## config.mk

```make
export PLATFORM = sky130hd
export DESIGN_NAME = multiply_pipe
export DESIGN_NICKNAME = d
export VERILOG_FILES = /design/src/rtl/multiply_pipe.sv
export SDC_FILE = /design/constraint.sdc
export NUM_CORES = 2
export LEC_CHECK = 0
export CORE_MARGIN = 2
export CORE_UTILIZATION = 41
export DETAILED_ROUTE_END_ITERATION = 16
export PLACE_DENSITY_LB_ADDON = 0.05
export SLEW_MARGIN = 20
export SYNTH_ARGS = -nofsm -noshare
export SYNTH_HDL_FRONTEND = slang
export SYNTH_SLANG_ARGS = --single-unit
```

## constraint.sdc

```tcl
create_clock -name clk_i -period 11.5 [get_ports clk_i]
set_input_delay 1.15 -clock clk_i [delete_from_list [all_inputs] [get_ports clk_i]]
set_output_delay 1.15 -clock clk_i [all_outputs]
set_load 0.005 [all_outputs]
```

## src/rtl/multiply_pipe.sv

```systemverilog
// Two-stage valid/ready wrapper around a combinational multiplier with RISC-V
// MUL/MULH/MULHSU/MULHU decode and synchronous flush.
module multiply_pipe #(
  parameter int unsigned p_width = 32
) (
  input  logic               clk_i,
  input  logic               rst_ni,
  input  logic               flush_i,
  input  logic               valid_i,
  output logic               ready_o,
  input  logic [1:0]         op_i,
  input  logic [p_width-1:0] a_i,
  input  logic [p_width-1:0] b_i,
  output logic               valid_o,
  input  logic               ready_i,
  output logic [p_width-1:0] result_o,
  output logic               busy_o
);

  logic                 r_s1_valid;
  logic [p_width-1:0]   r_s1_a;
  logic [p_width-1:0]   r_s1_b;
  logic [1:0]           r_s1_op;
  logic                 r_s2_valid;
  logic [p_width-1:0]   r_s2_result;

  logic                 w_s2_adv;
  logic                 w_s1_adv;
  logic                 w_in_xfer;
  logic                 w_a_signed;
  logic                 w_b_signed;
  logic [2*p_width-1:0] w_a_ext;
  logic [2*p_width-1:0] w_b_ext;
  logic [2*p_width-1:0] w_product;
  logic [p_width-1:0]   w_sel;

  assign w_s2_adv  = !r_s2_valid || ready_i;
  assign w_s1_adv  = !r_s1_valid || w_s2_adv;
  assign w_in_xfer = valid_i && w_s1_adv;

  always_comb begin
    w_a_signed = 1'b0;
    w_b_signed = 1'b0;
    case (r_s1_op)
      2'b01:   begin w_a_signed = 1'b1; w_b_signed = 1'b1; end
      2'b10:   w_a_signed = 1'b1;
      default: ;
    endcase
  end

  // Extending both operands to 2*p_width makes a modular unsigned multiply
  // yield the correct two's-complement product for every signedness mix.
  assign w_a_ext   = {{p_width{w_a_signed & r_s1_a[p_width-1]}}, r_s1_a};
  assign w_b_ext   = {{p_width{w_b_signed & r_s1_b[p_width-1]}}, r_s1_b};
  assign w_product = w_a_ext * w_b_ext;
  assign w_sel     = (r_s1_op == 2'b00) ? w_product[p_width-1:0]
                                        : w_product[2*p_width-1:p_width];

  always_ff @(posedge clk_i or negedge rst_ni) begin
    if (!rst_ni) begin
      r_s1_valid  <= 1'b0;
      r_s1_a      <= '0;
      r_s1_b      <= '0;
      r_s1_op     <= 2'b00;
      r_s2_valid  <= 1'b0;
      r_s2_result <= '0;
    end else if (flush_i) begin
      r_s1_valid <= 1'b0;
      r_s2_valid <= 1'b0;
    end else begin
      if (w_s1_adv) begin
        r_s1_valid <= w_in_xfer;
      end
      if (w_in_xfer) begin
        r_s1_a  <= a_i;
        r_s1_b  <= b_i;
        r_s1_op <= op_i;
      end
      if (w_s2_adv) begin
        r_s2_valid  <= r_s1_valid;
        r_s2_result <= w_sel;
      end
    end
  end

  assign ready_o  = w_s1_adv;
  assign valid_o  = r_s2_valid;
  assign result_o = r_s2_result;
  assign busy_o   = r_s1_valid || r_s2_valid;

endmodule

```

==> metrics.yaml <==
global_routing:
  track_usage: 0.250
  grt_start_max_net_pins: 58
  grt_overflow: 0
  grt_first_pass_wirelength_um: 198000
  antenna_found_initial: 11
  first_global_vias: 32800
synthesis:
  synth_cell_types: 57
  synth_seq_cells: 100
  postSynth.asyncResetShare: 1.00
  synth_top_flop_cell: "dfrtp_1"
  synthesis.area_um2: 42100
  postSynthAreaPerCell_um2: 9.13
  synthCells: 4614
  syn_nets: 6024
  synth_edf_count: 0
  yosysSeqAreaShare: 0.0594
  synth-warning-count: 0
critical_path:
  worstPathMaxFanout: 19
  cp.required_ns: 11.79
  startpoint_type: "flip-flop"
  endpoint_kind: "flip-flop"
  cp.buffers_inverters: 8
  cp_slowest_cell: "fa_1"
  setup.worst_path.class: "flip-flop to flip-flop"
  cp_slowest_stage_delay_ns: 0.96
  cp_top_family: "adder cells"
  crit_arrival_ns: 10.35
placed_design:
  placed_cell_area_um2: 44400
  place.gp.congestion: 0.886
  placedCellCount: 5894
  dp_hpwl_um: 104000
  portBuffers: 105
cells_and_area:
  fin_area_um2: 44700
  drive_gt1_frac: 0.0392
  fin_nets: 5947
  layout.area.seq_um2: 2520
  synthToLayoutAreaGrowth_pct: 6.27
  multi_input_area_um2: 34100
  fillers: 10200
  final_cell_count_no_fill: 5916
floorplan:
  top_level_ports: 106
  die_h_um: 324
  start_util: 0.414
  design.core.area_um2: 102000
  dieArea_um2: 105000
  die_w_um: 324
  row_count: 117
hold_path:
  hold_class: "flip-flop to flip-flop"
cts:
  cts-root-buf: "clkbuf_16"
  cts_resized: 0
  post_cts_buffers: 0
  clockBufferDepth: 2
  cts_tree: "done"
  cts_sinks: 100
  path_clk_slew_ns: 0.09
  cts-hold-fix-buffers: 0
  clock_latency_ns: 0.44
  htree_levels: 3
  cts_made_buffers: 9
routing:
  drc: 0
  totalWireLength_um: 126000
  dr_total_vias: 29600
  drt_iter0_drc: 1660
  wl_per_cell_um: 21.2
  firstDrtPassIters: 5
  ant_nets: 0
  via_per_inst: 5.00
sta:
  fin_crit_ns: 10.06
  fin_tns_setup_ns: 0
  holdWs_ns: 0.493
  worstMarginPinSlew_ns: 1.04
  fin_skew_ns: 0.0289
  fmax_ghz: 0.0994
  period_share: 0.875
  finalMaxSlewViolations: 0
  hold_viol: 0
  rsz0062_at_grt: "no"
  setup_viol: 0
  relSlewSlack: 0.308
flow_run:
  drv_cap: 0
status:
  outcome: "finished clean"
-- final timing paths --
check                            startpoint      endpoint  slack, ns  depth (start not counted)
min in group asynchronous            rst_ni    r_s1_a[25]       0.55                          1
worst max-delay path             r_s1_op[0]  result_o[26]       1.44                         30
worst min-delay path            result_o[5]   result_o[5]       0.49                          2
worst min register to register  result_o[5]   result_o[5]       0.49                          2
worst max register to register   r_s1_op[0]  result_o[26]       1.44                         30
max in group asynchronous            rst_ni    r_s1_a[29]       9.85                          2
-- cell families after synthesis --
group           Yosys count  share of synthesized area
flops                   100                     0.0594
xor+xnor                 69                     0.0144
mux                      69                     0.0184
simple gates           1306                      0.140
buf+inv                1463                      0.131
compound gates          268                     0.0390
fa+ha+maj              1339                      0.598
-- layout by cell type (no fill, tap or decap), types with 12 or more instances in the layout --
cell type,count
inv_1,1200
nor3_1,13
fa_1,1125
and3_1,29
o21ai_0,76
nand3_1,19
dfrtp_2,12
ha_1,214
xnor2_1,52
mux2_2,66
a21oi_1,84
nand2_1,845
dfrtp_1,88
clkdlybuf4s50_1,104
a21o_1,20
nor2_1,65
xor2_1,17
buf_4,70
and2_1,276
-- state kept, by name, indices dropped and copies added (netlist names) --
register    count
r_s1_op         2
r_s1_b         32
result_o       32
r_s1_a         32
r_s1_valid      1
valid_o         1
-- synthesized netlist by cell type, types with 8 or more instances --
master | number | share of area
nand2_1 | 845 | 0.075
a211oi_1 | 10 | 0.0018
ha_1 | 214 | 0.064
and2_1 | 276 | 0.041
a21oi_1 | 84 | 0.010
inv_1 | 1200 | 0.11
dfrtp_1 | 100 | 0.059
xor2_1 | 17 | 0.0035
nand4_1 | 10 | 0.0015
nor2_1 | 65 | 0.0058
or2_2 | 11 | 0.0016
o21ai_0 | 76 | 0.0090
a22oi_1 | 9 | 0.0016
mux2_2 | 66 | 0.018
nand3_1 | 19 | 0.0023
o21bai_1 | 11 | 0.0020
clkbuf_1 | 260 | 0.023
nor3_1 | 13 | 0.0015
fa_1 | 1125 | 0.53
a21o_1 | 20 | 0.0036
o21a_1 | 8 | 0.0014
nand2b_1 | 8 | 0.0012
and3_1 | 29 | 0.0043
xnor2_1 | 52 | 0.011
o211ai_1 | 8 | 0.0014
-- stage by stage --
step,setup WS (ns),util
2_1_floorplan,3.43,-
3_3_place_gp,1.69,0.437
3_5_place_dp,1.49,0.437
4_1_cts,1.42,0.440
5_1_grt,0.689,0.440
6_report,1.44,0.440
-- area by class of cell --
cell class | count | area share
Clock inverter | 6 | 0.00176
Antenna cell | 6 | 0.000336
Timing Repair Buffer | 175 | 0.0355
Inverter | 1200 | 0.101
Multi-Input combinational cell | 3051 | 0.762
Sequential cell | 100 | 0.0563
Tap cell | 1368 | 0.0383
Clock buffer | 10 | 0.00512
-- layer usage --
metal	track usage	up-vias	part of all wire
met4	0.0740	0	0.030
met5	0	-	0
met3	0.0330	129	0.046
met2	0.437	585	0.51
li1	-	13000	-
met1	0.325	15800	0.41
-- worst register-to-register path, delay by kind of cell (launching register included) --
| kind | cells | cell delay (ns) |
|---|---|---|
| flip-flops | 1 | 0.38 |
| AO/OA/AOI/OAI | 6 | 1.34 |
| adder cells (fa/ha/maj) | 10 | 5.40 |
| XOR/XNOR | 1 | 0.17 |
| AND/OR/NAND/NOR | 5 | 1.53 |
| buffers and inverters | 8 | 1.13 |
Power is not shown: default switching activity piles up to over one toggle a cycle in this logic, so the estimate is an artifact.
